[src/rtl/fetch_stage_pkg.sv]
// Shared constants and fetch-action decode for the MIPS instruction-fetch stage.
package fetch_stage_pkg;

  localparam int unsigned DATA_W_DEFAULT = 32;
  localparam int unsigned CNT_W          = 32;
  localparam int unsigned PC_INCR        = 4;

  localparam logic [31:0] DEFAULT_RESET_PC = 32'h0000_0000;
  localparam logic [31:0] NOP_INSTR        = 32'h0000_0000;

  typedef enum logic [1:0] {
    ActHold     = 2'd0,
    ActRedirect = 2'd1,
    ActBubble   = 2'd2,
    ActAdvance  = 2'd3
  } fetchAction_t;

  // Priority: stall, then any redirect (jump over branch), then memory wait, then advance.
  function automatic fetchAction_t decodeAction(input logic stall, input logic jump,
                                                input logic branch, input logic ready);
    fetchAction_t act;
    if (stall)               act = ActHold;
    else if (jump || branch) act = ActRedirect;
    else if (!ready)         act = ActBubble;
    else                     act = ActAdvance;
    return act;
  endfunction

endpackage

[src/rtl/fetch_stage_sat_counter.sv]
// Saturating event counter with enable and asynchronous active-low reset.
module sat_counter
  import fetch_stage_pkg::*;
#(
  parameter int unsigned W = CNT_W
) (
  input  logic         Clk,
  input  logic         Rst,
  input  logic         En,
  output logic [W-1:0] Count
);

  always_ff @(posedge Clk or negedge Rst) begin
    if (!Rst) begin
      Count <= '0;
    end else if (En && (Count != '1)) begin
      Count <= Count + W'(1);
    end
  end

endmodule

[src/rtl/fetch_stage.sv]
// PC register and IF/ID pipeline register of the five-stage MIPS datapath.
// Performance counters are built only when FETCH_PERF_COUNTERS_EN is defined.
module fetch_stage
  import fetch_stage_pkg::*;
#(
  parameter int unsigned        DATA_W   = DATA_W_DEFAULT,
  parameter logic [DATA_W-1:0]  RESET_PC = DATA_W'(DEFAULT_RESET_PC)
) (
  input  logic              Clk,
  input  logic              Rst,
  input  logic              StallIn,
  input  logic              BranchTaken,
  input  logic [DATA_W-1:0] BranchTarget,
  input  logic              JumpTaken,
  input  logic [DATA_W-1:0] JumpTarget,
  input  logic              IMemReady,
  input  logic [DATA_W-1:0] IMemData,
  output logic [DATA_W-1:0] PC,
  output logic [DATA_W-1:0] IFID_Instruction,
  output logic [DATA_W-1:0] IFID_PCPlus4,
  output logic              IFID_Valid,
  output logic [31:0]       StallCount,
  output logic [31:0]       FlushCount
);

  fetchAction_t      action;
  logic [DATA_W-1:0] pcPlus4;
  logic [DATA_W-1:0] redirectTarget;
  logic [DATA_W-1:0] pcNext;
  logic [DATA_W-1:0] instrNext;
  logic [DATA_W-1:0] pcPlus4Next;
  logic              validNext;

  assign action         = decodeAction(StallIn, JumpTaken, BranchTaken, IMemReady);
  assign pcPlus4        = PC + DATA_W'(PC_INCR);
  // Jump wins over a simultaneous branch; targets are forced word-aligned.
  assign redirectTarget = JumpTaken ? {JumpTarget[DATA_W-1:2], 2'b00}
                                    : {BranchTarget[DATA_W-1:2], 2'b00};

  // Next-state selection for PC and IF/ID
  always_comb begin
    pcNext      = PC;
    instrNext   = IFID_Instruction;
    pcPlus4Next = IFID_PCPlus4;
    validNext   = IFID_Valid;
    case (action)
      ActHold: begin
      end
      ActRedirect: begin
        pcNext      = redirectTarget;
        instrNext   = DATA_W'(NOP_INSTR);
        pcPlus4Next = '0;
        validNext   = 1'b0;
      end
      ActBubble: begin
        instrNext   = DATA_W'(NOP_INSTR);
        pcPlus4Next = '0;
        validNext   = 1'b0;
      end
      ActAdvance: begin
        pcNext      = pcPlus4;
        instrNext   = IMemData;
        pcPlus4Next = pcPlus4;
        validNext   = 1'b1;
      end
      default: begin
      end
    endcase
  end

  always_ff @(posedge Clk or negedge Rst) begin
    if (!Rst) begin
      PC               <= RESET_PC;
      IFID_Instruction <= DATA_W'(NOP_INSTR);
      IFID_PCPlus4     <= '0;
      IFID_Valid       <= 1'b0;
    end else begin
      PC               <= pcNext;
      IFID_Instruction <= instrNext;
      IFID_PCPlus4     <= pcPlus4Next;
      IFID_Valid       <= validNext;
    end
  end

`ifdef FETCH_PERF_COUNTERS_EN
  logic redirectAccepted;

  assign redirectAccepted = (action == ActRedirect);

  sat_counter #(.W(32)) stallCounter (
    .Clk   (Clk),
    .Rst   (Rst),
    .En    (StallIn),
    .Count (StallCount)
  );

  sat_counter #(.W(32)) flushCounter (
    .Clk   (Clk),
    .Rst   (Rst),
    .En    (redirectAccepted),
    .Count (FlushCount)
  );
`else
  assign StallCount = '0;
  assign FlushCount = '0;
`endif

endmodule
[config.mk]
export PLATFORM = sky130hd
export DESIGN_NAME = fetch_stage
export DESIGN_NICKNAME = d
export VERILOG_FILES = /design/src/rtl/fetch_stage_pkg.sv /design/src/rtl/fetch_stage_sat_counter.sv /design/src/rtl/fetch_stage.sv
export SDC_FILE = /design/constraint.sdc
export NUM_CORES = 1
export LEC_CHECK = 0
export CAP_MARGIN = 5
export CORE_ASPECT_RATIO = 0.8
export CORE_MARGIN = 1.5
export CORE_UTILIZATION = 35
export CTS_CLUSTER_DIAMETER = 30
export DETAILED_ROUTE_END_ITERATION = 7
export GPL_TIMING_DRIVEN = 0
export PLACE_DENSITY = 0.81
export SLEW_MARGIN = 30
export SYNTH_ARGS = -nofsm -noshare
export SYNTH_HDL_FRONTEND = slang
export SYNTH_SLANG_ARGS = --single-unit
[constraint.sdc]
create_clock -name Clk -period 4.68 [get_ports Clk]
set_input_delay 0.936 -clock Clk [delete_from_list [all_inputs] [get_ports Clk]]
set_output_delay 0.936 -clock Clk [all_outputs]
set_load 0.01 [all_outputs]
==> results of run 1 <==
[report_power, final]
| part | switching (W) | internal, W | leakage (nW) | total (W) |
|---|---|---|---|---|
| registers | 0.0000862 | 0.000869 | 1.21 | 0.000955 |
| clock network | 0.000314 | 0.000389 | 0.132 | 0.000703 |
| logic | 0.000292 | 0.000326 | 2.25 | 0.000618 |
| total | 0.000693 | 0.00158 | 3.59 | 0.00228 |
[path summary, 6_finish.rpt]
kind                            startpoint                   end  cells past startpoint  slack (ns)
min in group asynchronous              Rst  IFID_Instruction[10]                      1        0.50
max in group asynchronous              Rst                PC[13]                      2        3.58
worst max-delay path             IMemReady                PC[25]                      5        1.69
worst min-delay path            IFID_Valid            IFID_Valid                      2        0.48
worst min register to register  IFID_Valid            IFID_Valid                      2        0.48
worst max register to register       PC[2]                PC[30]                      6        2.43
[per-layer routing]
layer | vias to the layer above | share of wire | global-route usage
li1 | 2333 | - | -
met3 | 21 | 0.087 | 0.0470
met1 | 2365 | 0.44 | 0.301
met4 | 0 | 0.016 | 0.0569
met2 | 245 | 0.46 | 0.349
met5 | - | 0 | 0
[layout make-up]
type                       instances  area (sq um)
tap                              189           236
sequential                        93          2330
fill                            1332          6950
buffer                           105           666
clock inverter                     3          20.0
clock buffer                      13           260
timing repair buffer             188          1900
inverter                           7          26.3
multi-input combinational        405          2530
[logic make-up (layout without fill, tap and decap cells)]
logic type / count (synthesis) / after routing / share of synthesized area
simple gates: 144 / 144 / 0.146
compound gates: 139 / 139 / 0.187
buf+inv: 112 / 316 / 0.131
flops: 93 / 93 / 0.439
xor+xnor: 27 / 27 / 0.0446
mux: 26 / 26 / 0.0494
fa+ha+maj: 1 / 1 / 0.00236
other cells: 1 / 68 / 0.000708
[registers in the layout, indices dropped and copies added (netlist names)]
register / count
IFID_Instruction: 32
IFID_PCPlus4: 30
IFID_Valid: 1
PC: 30
[worst max-delay path, delay by kind of cell]
kind / cells / cell delay, ns
buffers and inverters: 2 / 1.14
AND/OR/NAND/NOR: 1 / 0.71
AO/OA/AOI/OAI: 2 / 0.44
[through the flow]
step,utilization,cells
after floorplan,-,610
after global placement,0.513,986
after detailed placement,0.515,987
after CTS,0.534,1003
after global routing,0.534,1003
final,0.534,1003
[Yosys cell counts (2+ instances only)]
cell / number
a32o_1: 3
nor3_2: 2
and3_1: 3
buf_4: 68
nand2_1: 68
o21a_1: 4
nand4_1: 14
mux2i_1: 25
dfrtp_1: 93
o21ai_0: 37
a21oi_1: 20
a211oi_1: 2
nor2b_1: 3
a22oi_1: 8
xnor2_1: 11
nand3_1: 8
a211o_1: 6
nor3_4: 2
nor3_1: 4
or2_2: 2
a2bb2oi_1: 2
xor2_1: 16
nor4_1: 2
nand3_2: 2
o21ai_1: 4
a22o_1: 33
a31oi_1: 2
buf_2: 13
inv_1: 7
clkbuf_1: 24
o211a_1: 2
nor2_1: 17
and4_1: 4
and2_1: 3
o221a_2: 5
==> results.sh, run 1 <==
export IMPL_clock_latency_ns=0.35
export IMPL_grt_max_degree=54
export IMPL_synthCells=543
export IMPL_grt_pass1_wl_microns=26900
export IMPL_hpwl_microns=13000
export IMPL_hold_class="flip-flop to flip-flop"
export IMPL_synth_area_sq_um=5300
export IMPL_power_w=0.00228
export IMPL_cp_slowest_cell="nor4b_2"
export IMPL_irDropWorstVdd_mv=0.180
export IMPL_antenna_found_initial=0
export IMPL_synth_edff_count=0
export IMPL_layout_common_cells="clkdlybuf4s50_1 (186), dfrtp_1 (93), nand2_1 (68), buf_4 (68), conb_1 (68)"
export IMPL_totalWireLength_microns=17200
export IMPL_htreeDepth=3
export IMPL_synthFlopType="dfrtp_1"
export IMPL_initialDrtViolationCount=365
export IMPL_cp_max_fo=10
export IMPL_whs_ns=0.484
export IMPL_final_setup_skew_ns=0.00859
export IMPL_relSlewSlack=0.397
export IMPL_cp_end_kind="flip-flop"
export IMPL_first_pass_iters=5
export IMPL_cap_violations=0
export IMPL_die_h_microns=113
export IMPL_start_util=0.355
export IMPL_setup_slack_ns=1.69
export IMPL_p_per_area_nw_per_um2=286
export IMPL_pre_cts_ws_ns=1.35
export IMPL_grt_pass1_vias=4780
export IMPL_synth_top_area_share=0.439
export IMPL_drv_slew=0
export IMPL_std_cell_rows=40
export IMPL_yosysWarnings=0
export IMPL_syn_avg_cell_area_sq_um=9.75
export IMPL_seq_area_frac_synth=0.439
export IMPL_critical_path_class="input port to flip-flop"
export IMPL_cts_buffer_depth=2
export IMPL_design_area_sq_um=7970
export IMPL_synth_top_area_cell="dfrtp_1"
export IMPL_cts_sinks=93
export IMPL_tns_ns=0
export IMPL_hold_viol_final=0
export IMPL_fin_crit_ns=2.99
export IMPL_crit_arrival_ns=3.23
export IMPL_diodes=0
export IMPL_die_area_sq_um=15900
export IMPL_grt_overflow=0
export IMPL_status="finished, final reports clean"
export IMPL_route_detailed_drc=0
export IMPL_pin_count=263
export IMPL_worstPathRequired_ns=4.92
export IMPL_placed_area_sq_um=7680
export IMPL_critPathLaunchType="input port"
export IMPL_rsz0062_at_grt="no"
export IMPL_worst_pin_slew_ns=0.905
export IMPL_fmax_ghz=0.334
export IMPL_critical_path_max_stage_delay_ns=0.71
export IMPL_die_x_microns=141
export IMPL_clock_root_buffer="clkbuf_16"
export IMPL_via_count=4964
export IMPL_grt_util_all_layers=0.218
export IMPL_synth_cell_type_count=59
export IMPL_power_leakage_nw=3.59
export IMPL_cts_resized=0
export IMPL_cts_setup_buffers=0
export IMPL_cts_hold_buffers=0
export IMPL_fin_crit_sh=0.640
export IMPL_routedWlPerCell_microns=17.1
export IMPL_gp_congestion=0.872
export IMPL_detail_route_antenna_nets=0
export IMPL_final_net_count=912
export IMPL_syn_to_final_growth_pct=50.4
export IMPL_core_region_area_sq_um=14900
export IMPL_cts_tree="done"
export IMPL_synth_seq_cells=93
export IMPL_async_flop_share=1.00
export IMPL_port_buffers=187
export IMPL_numCtsBuffers=9
export IMPL_synth_area_top_cells="dfrtp_1 (44%), buf_4 (9.6%), a22o_1 (5.5%)"
export IMPL_crit_chain="clkdlybuf4s50_1 -> nor4b_2 -> clkbuf_1 -> a21oi_1 -> o221a_2"
export IMPL_setup_viol_count_final=0
export IMPL_clk_pin_slew_worst_paths_ns=0.07
export IMPL_drive_gt1_frac=0.146
export IMPL_via_per_inst=4.95
export IMPL_mostFrequentLayoutCell="clkdlybuf4s50_1"
(Power assumes the default switching activity.)
==> run 2: changes to the inputs <==
--- a/config.mk
+++ b/config.mk
@@ -12,7 +12,7 @@
 export CTS_CLUSTER_DIAMETER = 30
 export DETAILED_ROUTE_END_ITERATION = 7
 export GPL_TIMING_DRIVEN = 0
-export PLACE_DENSITY = 0.81
+export PLACE_DENSITY = 0.84
 export SLEW_MARGIN = 30
 export SYNTH_ARGS = -nofsm -noshare
 export SYNTH_HDL_FRONTEND = slang
==> constraint.sdc (replaced) <==
create_clock -name Clk -period 2.6 [get_ports Clk]
set_input_delay 0.52 -clock Clk [delete_from_list [all_inputs] [get_ports Clk]]
set_output_delay 0.52 -clock Clk [all_outputs]
set_load 0.01 [all_outputs]
==> results.sh, run 2 (synthesized netlist as in run 1, its figures left out) <==
export IMPL_start_util=0.355
export IMPL_clock_latency_ns=0.35
export IMPL_grt_max_degree=59
export IMPL_mostFrequentLayoutCell="clkdlybuf4s50_1"
export IMPL_via_count=4949
export IMPL_cts_tree="done"
export IMPL_worstPathRequired_ns=2.84
export IMPL_antenna_found_initial=1
export IMPL_rsz0062_at_grt="no"
export IMPL_route_detailed_drc=0
export IMPL_power_w=0.00412
export IMPL_cap_violations=0
export IMPL_port_buffers=187
export IMPL_critical_path_class="input port to flip-flop"
export IMPL_clock_root_buffer="clkbuf_16"
export IMPL_grt_pass1_wl_microns=26600
export IMPL_regMostFlops="IFID_Instruction"
export IMPL_final_net_count=912
export IMPL_cp_end_kind="flip-flop"
export IMPL_die_h_microns=113
export IMPL_diodes=0
export IMPL_totalWireLength_microns=17200
export IMPL_status="finished, final reports clean"
export IMPL_power_leakage_nw=3.61
export IMPL_irDropWorstVdd_mv=0.261
export IMPL_critPathLaunchType="input port"
export IMPL_cp_max_fo=10
export IMPL_grt_util_all_layers=0.220
export IMPL_cts_hold_buffers=0
export IMPL_r2r_end="PC[30]"
export IMPL_syn_to_final_growth_pct=50.7
export IMPL_crit_arrival_ns=2.57
export IMPL_htreeDepth=3
export IMPL_numCtsBuffers=9
export IMPL_fill_cells=1331
export IMPL_initialDrtViolationCount=378
export IMPL_fmax_ghz=0.429
export IMPL_hold_viol_final=0
export IMPL_std_cell_rows=40
export IMPL_routedWlPerCell_microns=17.2
export IMPL_hold_class="input port to async pin"
export IMPL_fin_crit_sh=0.896
export IMPL_p_per_area_nw_per_um2=516
export IMPL_final_setup_skew_ns=0.00617
export IMPL_gp_congestion=0.891
export IMPL_drive_gt1_frac=0.149
export IMPL_r2r_cells=6
export IMPL_clk_pin_slew_worst_paths_ns=0.06
export IMPL_setup_viol_count_final=0
export IMPL_hpwl_microns=13200
export IMPL_largest_reg_flops=32
export IMPL_via_per_inst=4.93
export IMPL_cp_startpoint="IMemReady"
export IMPL_placed_area_sq_um=7680
export IMPL_relSlewSlack=0.332
export IMPL_grt_overflow=0
export IMPL_worst_pin_slew_ns=1.00
export IMPL_timing_rr_start="PC[2]"
export IMPL_layout_common_cells="clkdlybuf4s50_1 (186), dfrtp_1 (93), nand2_1 (68), buf_4 (68), conb_1 (68)"
export IMPL_fin_crit_ns=2.33
export IMPL_design_area_sq_um=7980
export IMPL_grt_pass1_vias=4636
export IMPL_top_regs="IFID_Instruction: 32 flops, IFID_PCPlus4: 30 flops, PC: 30 flops"
export IMPL_cts_sinks=93
export IMPL_cts_setup_buffers=0
export IMPL_detail_route_antenna_nets=0
export IMPL_core_region_area_sq_um=14900
export IMPL_die_area_sq_um=15900
export IMPL_cts_buffer_depth=2
export IMPL_die_x_microns=141
export IMPL_pin_count=263
export IMPL_reg2reg_slack_ns=0.38
export IMPL_drv_slew=0
export IMPL_cts_resized=0
export IMPL_first_pass_iters=6
==> run 2: cell types whose count changed in the layout (fill, tap and decap cells not counted) <==
cell        delta
clkbuf_8       +1
clkbuf_2       +1
clkinv_2       +1
clkinvlp_4     -2
nor4b_4        +1
nor4b_2        -1
clkinv_4       +1
clkbuf_1       -2
==> run 2: report_power, final <==
part           switching, W  leakage (nW)  internal [W]
clock network      0.000564         0.146      0.000726
registers          0.000152          1.21       0.00156
logic              0.000529          2.26      0.000587
==> run 2: how the worst max path moves through the flow <==
stage                             endpoint  cells after the start
final                               PC[27]                      7
after global routing                PC[29]                      7
after detailed placement             PC[6]                      6
after global placement     IFID_PCPlus4[9]                      1
after CTS                            PC[6]                      6
after floorplan           IFID_PCPlus4[31]                      5
==> run 2: final cells by class <==
cell class	count	area (sq um)	share of cell area
inverter	7	26.3	0.00329
buffer	105	667	0.0835
tap	189	236	0.0296
timing repair buffer	188	1900	0.238
sequential	93	2330	0.291
clock inverter	3	18.8	0.00235
multi-input combinational	405	2540	0.318
clock buffer	13	270	0.0339
==> run 2: layer usage <==
| metal | GRT usage | up-vias | routed length (microns) |
|---|---|---|---|
| met5 | 0 | - | 0 |
| met4 | 0.0750 | 0 | 475 |
| met3 | 0.0605 | 29 | 1500 |
| met2 | 0.351 | 247 | 7850 |
| met1 | 0.289 | 2343 | 7380 |
| li1 | - | 2330 | - |
==> run 2: critical path, stage by stage <==
cell	delay (ns)
clkdlybuf4s50_1	0.50
nor3_1	0.22
or2_2	0.15
clkbuf_1	0.26
clkbuf_1	0.55
a21oi_1	0.08
o221a_2	0.28
==> run 2: stage by stage <==
step | std cells | setup WS (ns) | hold slack [ns] | setup TNS, ns | util
6_report | 1003 | 0.270 | 0.0566 | 0 | 0.535
4_1_cts | 1003 | 0.0950 | 0.0601 | 0 | 0.535
3_3_place_gp | 986 | -2.49 | 0.457 | -236.07 | 0.513
3_5_place_dp | 987 | -0.292 | 0.440 | -7.25 | 0.515
5_1_grt | 1003 | 0.104 | 0.0740 | 0 | 0.535
2_1_floorplan | 610 | 0.651 | 0.224 | 0 | -
==> run 3: changes to the inputs <==
==> constraint.sdc (replaced) <==
create_clock -name Clk -period 2.6 [get_ports Clk]
set_input_delay 0.52 -clock Clk [delete_from_list [all_inputs] [get_ports Clk]]
set_output_delay 0.52 -clock Clk [all_outputs]
set_load 0.1 [all_outputs]
==> results.sh, run 3 (synthesized netlist as in run 1, its figures left out) <==
export IMPL_cts_tree="done"
export IMPL_relSlewSlack=0.311
export IMPL_antenna_found_initial=0
export IMPL_setup_viol_count_final=0
export IMPL_mostFrequentLayoutCell="clkdlybuf4s50_1"
export IMPL_cts_sinks=93
export IMPL_drv_slew=0
export IMPL_cp_max_fo=7
export IMPL_critPathLaunchType="flip-flop"
export IMPL_route_detailed_drc=0
export IMPL_p_per_area_nw_per_um2=660
export IMPL_pin_count=263
export IMPL_initialDrtViolationCount=397
export IMPL_top_regs="IFID_Instruction: 32 flops, IFID_PCPlus4: 30 flops, PC: 30 flops"
export IMPL_fin_crit_sh=0.979
export IMPL_fin_crit_ns=2.54
export IMPL_critPathTopFamily="buffers and inverters"
export IMPL_std_cell_rows=40
export IMPL_crit_chain="clkdlybuf4s50_1"
export IMPL_gp_congestion=0.897
export IMPL_diodes=0
export IMPL_irDropWorstVdd_mv=0.304
export IMPL_grt_max_degree=63
export IMPL_hold_viol_final=0
export IMPL_die_x_microns=141
export IMPL_postLayoutCoreUtil=0.535
export IMPL_clock_root_buffer="clkbuf_16"
export IMPL_power_w=0.00526
export IMPL_via_per_inst=4.92
export IMPL_totalWireLength_microns=17000
export IMPL_syn_to_final_growth_pct=50.6
export IMPL_port_buffers=187
export IMPL_hold_class="input port to async pin"
export IMPL_cts_hold_buffers=0
export IMPL_cp_end_kind="output port"
export IMPL_power_leakage_nw=3.65
export IMPL_htreeDepth=3
export IMPL_final_net_count=912
export IMPL_cts_buffer_depth=2
export IMPL_drive_gt1_frac=0.151
export IMPL_rsz0062_at_grt="no"
export IMPL_layout_common_cells="clkdlybuf4s50_1 (177), dfrtp_1 (91), nand2_1 (68), buf_4 (68), conb_1 (68)"
export IMPL_final_setup_skew_ns=0.00758
export IMPL_via_count=4931
export IMPL_largest_reg_flops=32
export IMPL_fmax_ghz=0.393
export IMPL_critical_path_max_stage_delay_ns=1.21
export IMPL_worstPathRequired_ns=2.08
export IMPL_crit_arrival_ns=2.02
export IMPL_numCtsBuffers=9
export IMPL_clock_latency_ns=0.36
export IMPL_grt_pass1_vias=4501
export IMPL_first_pass_iters=6
export IMPL_die_h_microns=113
export IMPL_grt_pass1_wl_microns=25600
export IMPL_status="finished, final reports clean"
export IMPL_cap_violations=0
export IMPL_grt_util_all_layers=0.212
export IMPL_worst_pin_slew_ns=1.03
export IMPL_start_util=0.355
export IMPL_core_region_area_sq_um=14900
export IMPL_regMostFlops="IFID_Instruction"
export IMPL_cts_setup_buffers=0
export IMPL_critical_path_class="flip-flop to output port"
export IMPL_die_area_sq_um=15900
export IMPL_grt_overflow=0
export IMPL_hpwl_microns=13000
export IMPL_clk_pin_slew_worst_paths_ns=0.06
export IMPL_cp_slowest_cell="clkdlybuf4s50_1"
export IMPL_routedWlPerCell_microns=16.9
export IMPL_crit_buf_inv=1
export IMPL_detail_route_antenna_nets=0
==> run 3: worst paths after layout <==
path                       cells after the start  slack [ns]             start              endpoint
min                                            1        0.04               Rst  IFID_Instruction[12]
max                                            1        0.06             PC[5]                 PC[5]
min reg2reg                                    2        0.49  IFID_PCPlus4[17]      IFID_PCPlus4[17]
max in group asynchronous                      2        1.93               Rst                 PC[3]
min in group Clk                               2        0.49  IFID_PCPlus4[17]      IFID_PCPlus4[17]
max reg2reg                                    6        0.42             PC[2]                PC[30]
==> run 3: cell type report <==
type                       instances  area [sq um]
buffer                           105           666
timing repair buffer             188          1910
inverter                           7          26.3
multi-input combinational        405          2540
tap                              189           236
fill                            1344          6940
clock inverter                     6          40.0
sequential                        93          2330
clock buffer                      10           229
==> run 3: layer usage <==
layer,global-route usage,part of all wire
met5,0,0
met2,0.340,0.47
met4,0.0681,0.016
met3,0.0618,0.087
met1,0.276,0.43
==> run 3: per-stage QoR <==
step,area (sq um),setup slack [ns],setup TNS [ns],hold slack [ns],std cells
after floorplan,5550,0.0481,0,0.224,610
after CTS,7960,0.0112,0,0.0448,1003
final,7980,0.0552,0,0.0419,1003
after detailed placement,7690,-0.263,-6.35,0.425,987
after global placement,7660,-2.80,-231.29,0.464,986
after global routing,7980,0.000411,0,0.0586,1003
==> run 3: power by group <==
part	switching [W]	leakage [nW]	total, W	internal (W)
sequential	0.000152	1.20	0.00172	0.00157
clock	0.000581	0.120	0.00123	0.000645
combinational	0.00174	2.33	0.00232	0.000583
==> run 3: repair_timing <==
| item | in CTS | in global routing |
|---|---|---|
| gates resized for setup | 1 | 8 |
| pin swaps | 0 | 0 |
| endpoints found under the setup margin | 1 | 9 |
| hold endpoints to repair | 0 | 0 |
